<file path="src/rtl/sipo_frame_reg.sv">
// Serial-in parallel-out frame register: assembles WIDTH-bit words from a qualified
// bit stream (MSB- or LSB-first) and emits full or zero-padded flushed words.
module sipo_frame_reg #(
  parameter int WIDTH     = 8,
  parameter bit LSB_FIRST = 1'b0
) (
  input  logic                         clk,
  input  logic                         clear_n,
  input  logic                         din,
  input  logic                         din_valid,
  input  logic                         flush,
  output logic [WIDTH-1:0]             dout,
  output logic                         dout_valid,
  output logic                         dout_partial,
  output logic [$clog2(WIDTH+1)-1:0]   dout_count,
  output logic [$clog2(WIDTH)-1:0]     bit_count,
  output logic                         busy
);

  localparam int CW  = $clog2(WIDTH);
  localparam int DCW = $clog2(WIDTH + 1);
  localparam logic [CW-1:0]  LAST_C  = CW'(WIDTH - 1);
  localparam logic [DCW-1:0] WIDTH_C = DCW'(WIDTH);

  logic [WIDTH-1:0] r_shift;
  logic [CW-1:0]    r_count;
  logic [WIDTH-1:0] r_dout;
  logic             r_dout_valid;
  logic             r_dout_partial;
  logic [DCW-1:0]   r_dout_count;

  logic [WIDTH-1:0] w_shift_next;
  logic [DCW-1:0]   w_k;
  logic [DCW-1:0]   w_shamt;
  logic             w_full;
  logic             w_flush_emit;
  logic [WIDTH-1:0] w_partial_word;

  always_comb begin
    w_shift_next = r_shift;
    if (din_valid) begin
      if (LSB_FIRST) w_shift_next = {din, r_shift[WIDTH-1:1]};
      else           w_shift_next = {r_shift[WIDTH-2:0], din};
    end
  end

  // k counts the bit accepted on this same edge, so a flush can carry it
  assign w_k          = DCW'(r_count) + DCW'(din_valid);
  assign w_full       = din_valid && (r_count == LAST_C);
  assign w_flush_emit = flush && !w_full && (w_k != '0);
  assign w_shamt      = WIDTH_C - w_k;

  always_comb begin
    if (LSB_FIRST) w_partial_word = w_shift_next >> w_shamt;
    else           w_partial_word = w_shift_next << w_shamt;
  end

  always_ff @(posedge clk) begin
    if (!clear_n) begin
      r_shift        <= '0;
      r_count        <= '0;
      r_dout         <= '0;
      r_dout_valid   <= 1'b0;
      r_dout_partial <= 1'b0;
      r_dout_count   <= '0;
    end else begin
      r_dout_valid <= 1'b0;
      if (w_full) begin
        r_dout         <= w_shift_next;
        r_dout_valid   <= 1'b1;
        r_dout_partial <= 1'b0;
        r_dout_count   <= WIDTH_C;
        r_shift        <= '0;
        r_count        <= '0;
      end else if (w_flush_emit) begin
        r_dout         <= w_partial_word;
        r_dout_valid   <= 1'b1;
        r_dout_partial <= 1'b1;
        r_dout_count   <= w_k;
        r_shift        <= '0;
        r_count        <= '0;
      end else if (din_valid) begin
        r_shift <= w_shift_next;
        r_count <= r_count + CW'(1);
      end
    end
  end

  assign dout         = r_dout;
  assign dout_valid   = r_dout_valid;
  assign dout_partial = r_dout_partial;
  assign dout_count   = r_dout_count;
  assign bit_count    = r_count;
  assign busy         = (r_count != '0);

endmodule

</file>
<file path="config.mk">
export PLATFORM = sky130hd
export DESIGN_NAME = sipo_frame_reg
export DESIGN_NICKNAME = d
export VERILOG_FILES = /design/src/rtl/sipo_frame_reg.sv
export SDC_FILE = /design/constraint.sdc
export NUM_CORES = 1
export LEC_CHECK = 0
export BUFFER_PORTS_ARGS = -buffer_cell sky130_fd_sc_hd__buf_4
export CAP_MARGIN = 20
export CORE_ASPECT_RATIO = 0.7
export CORE_MARGIN = 2
export CORE_UTILIZATION = 60
export CTS_CLUSTER_DIAMETER = 80
export DETAILED_ROUTE_END_ITERATION = 8
export GPL_ROUTABILITY_DRIVEN = 0
export PLACE_DENSITY = 0.91
export RECOVER_POWER = 100
export SLEW_MARGIN = 20
export SYNTH_ARGS = -nofsm -noshare
export SYNTH_HDL_FRONTEND = slang
export SYNTH_SLANG_ARGS = --single-unit
</file>
<file path="constraint.sdc">
create_clock -name clk -period 6.1 [get_ports clk]
set_input_delay 0.305 -clock clk [delete_from_list [all_inputs] [get_ports clk]]
set_output_delay 0.305 -clock clk [all_outputs]
set_load 0.02 [all_outputs]
</file>
==> impl_metrics.json, run 1 <==
{
  "status": "complete, but fails checks",
  "violations": "max-capacitance violations, max-slew violations",
  "dieArea_sq_um": 3140,
  "hold_buffers": 0,
  "start_util_pct": 64.5,
  "die_w_um": 66.2,
  "cts_made_buffers": 3,
  "endpoint_kind": "register",
  "num_vias": 1438,
  "cts_tree": "built",
  "grt_max_degree": 32,
  "layout.nets": 201,
  "drt-pass1-iter-count": 4,
  "htreeDepth": 1,
  "grt.overflow.total": 0,
  "max_slew_margin_pct": -1.89,
  "place_hpwl_um": 2730,
  "port_buffers": 22,
  "synth_top_area_share_pct": 30.8,
  "yosysUniqueCellTypes": 52,
  "grt_pass1_wl_um": 6070,
  "instances_no_fill": 223,
  "synth_area_leaders": "dfxtp_1, mux2i_1, ha_1",
  "slew_viol_final": 15,
  "p_leak_nw": 0.644,
  "synthCells": 175,
  "min_period_over_period_pct": 56.1,
  "grt.total_usage_pct": 25.9,
  "area_growth_pct": 4.86,
  "powerDensity_nw_per_um2": 225,
  "drt-initial-drc-count": 219,
  "clock_sinks": 25,
  "timing.fmax_ghz": 0.292,
  "path_common_cell": "ha_1",
  "path_clk_slew_ns": 0.09,
  "wl_per_cell_um": 16.9,
  "drv_cap": 1,
  "critical-path-max-stage-delay_ns": 1.18,
  "hold_viol_final": 0,
  "clock_path_buffers": 2,
  "yosys_warnings": 0,
  "antenna_found_initial": 0,
  "arrival_ns": 3.62,
  "core-area_sq_um": 2510,
  "clk_latency_ns": 0.28,
  "io_pins": 23,
  "rsz0062_at_grt": "false",
  "dp_cells": 219,
  "skew_ns": 0.00649,
  "rows": 15,
  "syn-cell-area_sq_um": 1620,
  "worst_pin_slew_ns": 1.51,
  "required_ns": 6.30,
  "yosysTopAreaCell": "dfxtp_1",
  "n_antenna_cell": 0,
  "vdd_drop_max_mv": 0.156,
  "synth-seq-cells": 25,
  "hp-class": "in -> reg",
  "cts_root_buffer": "clkbuf_8",
  "worstSetupPathType": "reg -> reg",
  "ctsResizeCount": 0,
  "drive_gt1_share_pct": 9.52,
  "synth_nets": 186,
  "ant_nets": 0,
  "holdWs_ns": 0.314,
  "grt_pass1_vias": 1288,
  "seq_area_frac_synth_pct": 30.8,
  "fin_crit_ns": 3.42,
  "total_power_mw": 0.383,
  "tns_ns": 0,
  "drcViolationCount": 0,
  "start_kind": "register",
  "setup_viol": 0,
  "die_h_um": 47.5,
  "post_cts_buffers": 0,
  "critical_path.cell_chain": "ha_1 -> ha_1 -> xnor2_1 -> a21oi_1 -> o21ai_0 -> nand2_1 -> nor2_1",
  "via_per_inst": 6.45,
  "critPathMaxFanout": 14,
  "drt_wl_total_um": 3770,
  "cp_slowest_cell": "o21ai_0",
  "syn_area_per_cell_sq_um": 9.27
}
==> flip-flops by register name, indices dropped and copies added, names as in the netlist <==
register / count
r_shift: 8
dout_count: 4
dout: 8
dout_valid: 1
bit_count: 3
dout_partial: 1
==> metal layers <==
metal | GRT usage, % | wire [um] | up-vias
met5 | 0 | 0 | -
li1 | - | - | 687
met1 | 33.4 | 1660 | 682
met2 | 43.4 | 1740 | 57
met3 | 7.06 | 292 | 12
met4 | 8.57 | 76 | 0
==> synth_stat cells (all sizes together) <==
master	count
nor2	20
nand3b	1
dfxtp	25
a31oi	7
a21oi	6
or3	2
nor4bb	1
o21bai	1
o21a	2
buf	6
mux2i	16
nor4	2
or2	1
nand4	1
o2111ai	2
and2	1
a22oi	1
dlygate4sd1	1
o31ai	1
ha	6
a221oi	1
clkbuf	5
nand2b	3
a2111oi	1
o211ai	1
or4b	1
mux2	5
and3	5
mux4	4
nor3	6
nand2	8
clkinv	1
a211oi	3
nand3	4
nor4b	1
xnor2	4
o2bb2ai	2
or4	2
inv	3
xor2	2
o22ai	2
o21ai	6
o311ai	2
==> where the power goes <==
part           switching, mW  internal [mW]
clock                 0.0544         0.0469
sequential           0.00649          0.170
combinational         0.0675         0.0378
total                  0.128          0.255
==> final cells by class <==
cell class	count	area, sq um
multi-input cells	134	1000
fillers	214	813
flip-flops and latches	25	500
repair buffers	22	97.6
clock buffers	4	45.0
well taps	34	42.5
inverters	4	15.0
==> cells in the final DEF, fill, tap and decap left out, types with 6 or more instances in the layout <==
master	netlist	routed
nand2_1	7	7
dfxtp_1	25	25
clkbuf_1	1	19
nor2_1	20	20
a31oi_1	7	7
nor3_1	6	6
ha_1	6	6
mux2i_1	16	16
a21oi_1	6	6
==> path summary, 6_finish.rpt <==
kind	to	cells after the start	startpoint	slack, ns
worst max-delay path	r_shift[7]$_SDFFE_PP0P_	7	bit_count[0]$_SDFFE_PP0P_	2.68
worst min-delay path	dout[4]$_SDFFE_PN0P_	3	clear_n	0.31
worst max register to register	r_shift[7]$_SDFFE_PP0P_	7	bit_count[0]$_SDFFE_PP0P_	2.68
worst min register to register	dout_partial$_SDFFE_PP0P_	2	dout_partial$_SDFFE_PP0P_	0.49
==> worst max-delay path: cells and delay by family (launching register included) <==
family                     cells  cell delay, ns
DFF                            1            0.39
AOI/OAI and AO/OA              2            1.35
and+or+nand+nor                2            0.76
adders and majority gates      2            0.46
xor gates and xnor gates       1            0.38
==> cells by family after synthesis <==
logic type	count (synthesis)	synth area share, %
DFF	25	30.8
and+or+nand+nor	59	18.8
muxes	25	19.4
adders and majority gates	6	4.63
buffers and inverters	16	7.48
AOI/OAI and AO/OA	38	15.7
xor gates and xnor gates	6	3.24
==> stage by stage <==
| step | cell area [sq um] | utilization [%] | setup slack, ns |
|---|---|---|---|
| after CTS | 1770 | 70.3 | 3.24 |
| after floorplan | 1620 | - | 3.75 |
| after global placement | 1720 | 68.6 | 3.18 |
| after detailed placement | 1720 | 68.6 | 3.06 |
| after global routing | 1700 | 67.7 | 2.34 |
| final | 1700 | 67.7 | 2.68 |
Power figures use the tool's default switching activity.
==> run 2, diff against run 1 <==
- ABC_AREA: unset -> 1
- CORE_UTILIZATION: 60 -> 51
- PLACE_DENSITY: 0.91 -> 0.83
- clock period: 6.1 -> 3.1 ns (I/O delays scaled with it)
==> impl_metrics.json, run 2 <==
{
  "fin_crit_ns": 2.40,
  "rsz0062_at_grt": "false",
  "instances_no_fill": 295,
  "hp-class": "in -> reg",
  "syn_area_per_cell_sq_um": 6.71,
  "seq_area_frac_synth_pct": 31.3,
  "drt-initial-drc-count": 72,
  "total_power_mw": 0.755,
  "grt.overflow.total": 0,
  "final_cell_mix": "nand2_1, nand3_1, dfxtp_1, nor2_1, inv_1",
  "synth-main-ff-cell": "dfxtp_1",
  "drt-pass1-iter-count": 4,
  "num-fill-cells": 303,
  "p_leak_nw": 0.806,
  "syn-cell-area_sq_um": 1600,
  "holdWs_ns": 0.164,
  "clock_sinks": 25,
  "layout_commonest_cell": "nand2_1",
  "synthCells": 238,
  "worst_slack_ns": 0.697,
  "drive_gt1_share_pct": 11.2,
  "synth_nets": 249,
  "clock_path_buffers": 2,
  "synth_common_cells": "nand2_1, nand3_1, dfxtp_1",
  "wl_per_cell_um": 12.7,
  "postPlaceCellArea_sq_um": 1760,
  "path_clk_slew_ns": 0.09,
  "dieArea_sq_um": 3600,
  "powerDensity_nw_per_um2": 442,
  "yosys_warnings": 0,
  "synth-seq-cells": 25,
  "final_cell_area_sq_um": 1710,
  "yosysUniqueCellTypes": 24,
  "drv_cap": 0,
  "htreeDepth": 1,
  "worstSetupPathType": "reg -> reg",
  "synth_edf_count": 0,
  "post_cts_buffers": 0,
  "synth-async-reset-ratio_pct": 0,
  "slew_viol_final": 0,
  "cts_tree": "built",
  "setup_viol": 0,
  "layout.nets": 271,
  "num_vias": 1576,
  "vdd_drop_max_mv": 0.250,
  "ff_latch_area_sq_um": 500,
  "clk_latency_ns": 0.27,
  "hold_viol_final": 0,
  "port_buffers": 22,
  "endpoint_kind": "register",
  "grt.total_usage_pct": 22.3,
  "synth_top_area_share_pct": 31.3,
  "synth_most_common_cell": "nand2_1",
  "skew_ns": 0.0110,
  "pre_cts_ws_ns": 1.15,
  "die_h_um": 50.8,
  "core-area_sq_um": 2880,
  "multi_input_area_sq_um": 922,
  "start_kind": "register",
  "ctsResizeCount": 0,
  "max_slew_margin_pct": 76.0,
  "area_growth_pct": 6.97,
  "critPathMaxFanout": 12,
  "arrival_ns": 2.61,
  "io_pins": 23,
  "rows": 16,
  "status": "finished, final reports clean",
  "die_w_um": 70.9,
  "final_core_util_pct": 59.3,
  "drcViolationCount": 0,
  "grt_pass1_wl_um": 6400,
  "via_per_inst": 5.34,
  "ant_nets": 0,
  "start_util_pct": 55.4,
  "hold_buffers": 0,
  "yosysTopAreaCell": "dfxtp_1",
  "worst_pin_slew_ns": 0.359,
  "cts_root_buffer": "clkbuf_8",
  "grt_max_degree": 19,
  "required_ns": 3.31,
  "place_hpwl_um": 2980,
  "antenna_found_initial": 0,
  "min_period_over_period_pct": 77.5,
  "n_antenna_cell": 0,
  "grt_pass1_vias": 1474,
  "drt_wl_total_um": 3740,
  "tns_ns": 0,
  "timing.fmax_ghz": 0.416,
  "cts_made_buffers": 3,
  "synth_area_leaders": "dfxtp_1, nand2_1, nand3_1",
  "dp_cells": 291
}
## run 2: logic make-up (layout without fill, tap and decap cells)
| kind of cell | after synthesis | after routing | share of synthesized area [%] |
|---|---|---|---|
| AND/OR/NAND/NOR | 152 | 152 | 45.3 |
| buffers and inverters | 31 | 52 | 9.48 |
| flip-flops | 25 | 25 | 31.3 |
| AO/OA/AOI/OAI | 24 | 24 | 9.24 |
| adder cells (fa/ha/maj) | 6 | 6 | 4.70 |
## run 2: metal layers
metal / GRT usage, % / part of all wire (%) / up-vias
met5: 0 / 0 / -
met4: 5.35 / 0.67 / 0
met3: 5.52 / 4.6 / 4
met2: 36.4 / 45 / 40
met1: 29.8 / 50 / 722
li1: - / - / 810
## run 2: worst paths after layout
path	start	slack [ns]	depth (start not counted)	endpoint
worst max register to register	bit_count[0]$_SDFFE_PP0P_	0.70	11	dout[3]$_SDFFE_PN0P_
worst max-delay path	bit_count[0]$_SDFFE_PP0P_	0.70	11	dout[3]$_SDFFE_PN0P_
worst min-delay path	clear_n	0.16	3	dout_count[3]$_SDFFE_PN0P_
worst min register to register	r_shift[7]$_SDFFE_PP0P_	0.48	2	r_shift[7]$_SDFFE_PP0P_
## run 2: layout make-up
type                            count  area share, %
Multi-Input combinational cell    182           54.0
Sequential cell                    25           29.3
Inverter                           26           5.78
Timing Repair Buffer               22           5.71
Clock buffer                        4           2.64
Tap cell                           36           2.64
## run 2: power breakdown
| group | switching, mW | internal (mW) |
|---|---|---|
| registers | 0.0102 | 0.337 |
| logic | 0.146 | 0.0633 |
| clock network | 0.106 | 0.0921 |
| total | 0.262 | 0.492 |
## run 2: worst max-delay path: stages, from the launching register on
cell        delay, ns
dfxtp_1          0.38
ha_1             0.52
clkinvlp_2       0.43
nand3_2          0.23
inv_1            0.08
nand2_4          0.10
nand2_4          0.12
nand2_1          0.15
nand2_1          0.07
nor2_1           0.12
nor2_1           0.05
nor2_1           0.07
==> run 3, diff against run 2 <==
- clock period: 3.1 -> 2.05 ns (I/O delays scaled with it)
==> impl_metrics.json, run 3 (synthesis gave the netlist of run 2 again) <==
{
  "status": "finished, final reports clean",
  "htreeDepth": 1,
  "drcViolationCount": 0,
  "timing.fmax_ghz": 0.530,
  "grt.overflow.total": 0,
  "vdd_drop_max_mv": 0.432,
  "rsz0062_at_grt": "false",
  "fin_crit_ns": 1.89,
  "via_per_inst": 5.26,
  "drv_cap": 0,
  "wl_per_cell_um": 12.8,
  "drt_wl_total_um": 3810,
  "drt-initial-drc-count": 109,
  "final_core_util_pct": 60.7,
  "final_cell_mix": "nand2_1, nand3_1, dfxtp_1, nor2_1, inv_1",
  "hp-class": "in -> reg",
  "reg2reg_slack_ns": 0.16,
  "num-fill-cells": 299,
  "p_leak_nw": 0.823,
  "rows": 16,
  "grt_pass1_vias": 1293,
  "cts_made_buffers": 3,
  "num_vias": 1561,
  "dp_cells": 293,
  "start_util_pct": 55.4,
  "reg2reg_from": "bit_count[0]$_SDFFE_PP0P_",
  "crit_path_start": "bit_count[0]$_SDFFE_PP0P_",
  "start_kind": "register",
  "hold_viol_final": 0,
  "clock_sinks": 25,
  "worstSetupPathType": "reg -> reg",
  "die_w_um": 70.9,
  "total_power_mw": 1.16,
  "antenna_found_initial": 0,
  "required_ns": 2.25,
  "io_pins": 23,
  "skew_ns": 0.00981,
  "cts_root_buffer": "clkbuf_8",
  "ant_nets": 0,
  "clk_latency_ns": 0.28,
  "layout.nets": 273,
  "port_buffers": 22,
  "clock_path_buffers": 2,
  "timing.critical_path.to": "dout[6]$_SDFFE_PN0P_",
  "endpoint_kind": "register",
  "drt-pass1-iter-count": 5,
  "dieArea_sq_um": 3600,
  "core-area_sq_um": 2880,
  "min_period_over_period_pct": 92.1,
  "instances_no_fill": 297,
  "powerDensity_nw_per_um2": 662,
  "cts_tree": "built",
  "slew_viol_final": 0,
  "layout_commonest_cell": "nand2_1",
  "drive_gt1_share_pct": 14.2,
  "tns_ns": 0,
  "grt_max_degree": 18,
  "n_antenna_cell": 0,
  "max_slew_margin_pct": 79.1,
  "path_clk_slew_ns": 0.09,
  "worst_slack_ns": 0.162,
  "worst_pin_slew_ns": 0.314,
  "grt_pass1_wl_um": 6150,
  "setup_viol": 0,
  "grt.total_usage_pct": 22.0,
  "reg2reg_depth": 11,
  "arrival_ns": 2.09,
  "die_h_um": 50.8,
  "place_hpwl_um": 2980,
  "reg2reg_to": "dout[6]$_SDFFE_PN0P_",
  "area_growth_pct": 9.48,
  "critPathMaxFanout": 6,
  "pre_cts_ws_ns": 0.128
}
==> run 3: cell count changes in the layout (fill, tap and decap cells not counted), sizes merged <==
cell,delta
buf,+4
clkbuf,-2
inv,+1
clkinvlp,-1
==> run 3: how the worst min path moves through the flow <==
stage,slack [ns],startpoint,cells past startpoint,end
2_1_floorplan,0.24,clear_n,2,dout[5]$_SDFFE_PN0P_
3_3_place_gp,0.38,clear_n,3,dout[5]$_SDFFE_PN0P_
3_5_place_dp,0.38,clear_n,3,dout[5]$_SDFFE_PN0P_
4_1_cts,0.09,clear_n,3,dout[5]$_SDFFE_PN0P_
5_1_grt,0.13,clear_n,3,dout_count[3]$_SDFFE_PN0P_
6_report,0.10,clear_n,3,dout_count[3]$_SDFFE_PN0P_
==> run 3: stage by stage <==
step	hold WS (ns)	area [sq um]
final	0.104	1750
after global routing	0.128	1750
after CTS	0.0908	1820
after detailed placement	0.376	1770
after global placement	0.380	1770
after floorplan	0.240	1600
==> run 3: repair_timing <==
action | in CTS | in global routing
gates resized for setup | 0 | 3
setup buffers | 0 | 0
endpoints found under the setup margin | 0 | 8
endpoints found under the hold margin | 0 | 0
hold buffers | 0 | 0
==> run 3: report_power, final <==
| group | total, mW | internal, mW | switching [mW] |
|---|---|---|---|
| Combinational | 0.333 | 0.104 | 0.229 |
| Clock | 0.301 | 0.140 | 0.161 |
| Sequential | 0.525 | 0.510 | 0.0149 |
==> run 3: routing by layer <==
layer	routed length, um	vias to the layer above	GRT usage [%]
met3	327	5	5.13
li1	-	812	-
met2	1620	61	32.6
met1	1820	683	32.6
met5	0	-	0
met4	43	0	5.03
==> run 3: area by class of cell <==
type / count / area [sq um] / share of cell area (%)
Timing Repair Buffer: 24 / 120 / 6.87
Sequential cell: 25 / 502 / 28.7
Tap cell: 36 / 45.0 / 2.58
Inverter: 26 / 103 / 5.87
Clock buffer: 4 / 45.0 / 2.58
Multi-Input combinational cell: 182 / 935 / 53.4
==> run 3: worst max-delay path, cell delays in order (launching register included) <==
cell,delay [ns]
dfxtp_2,0.36
ha_2,0.17
ha_1,0.21
inv_1,0.11
nand2_1,0.07
nand2_2,0.12
nor2_4,0.05
nand2_4,0.12
nand2_1,0.12
nor2_1,0.20
nand3_1,0.10
a21oi_1,0.18
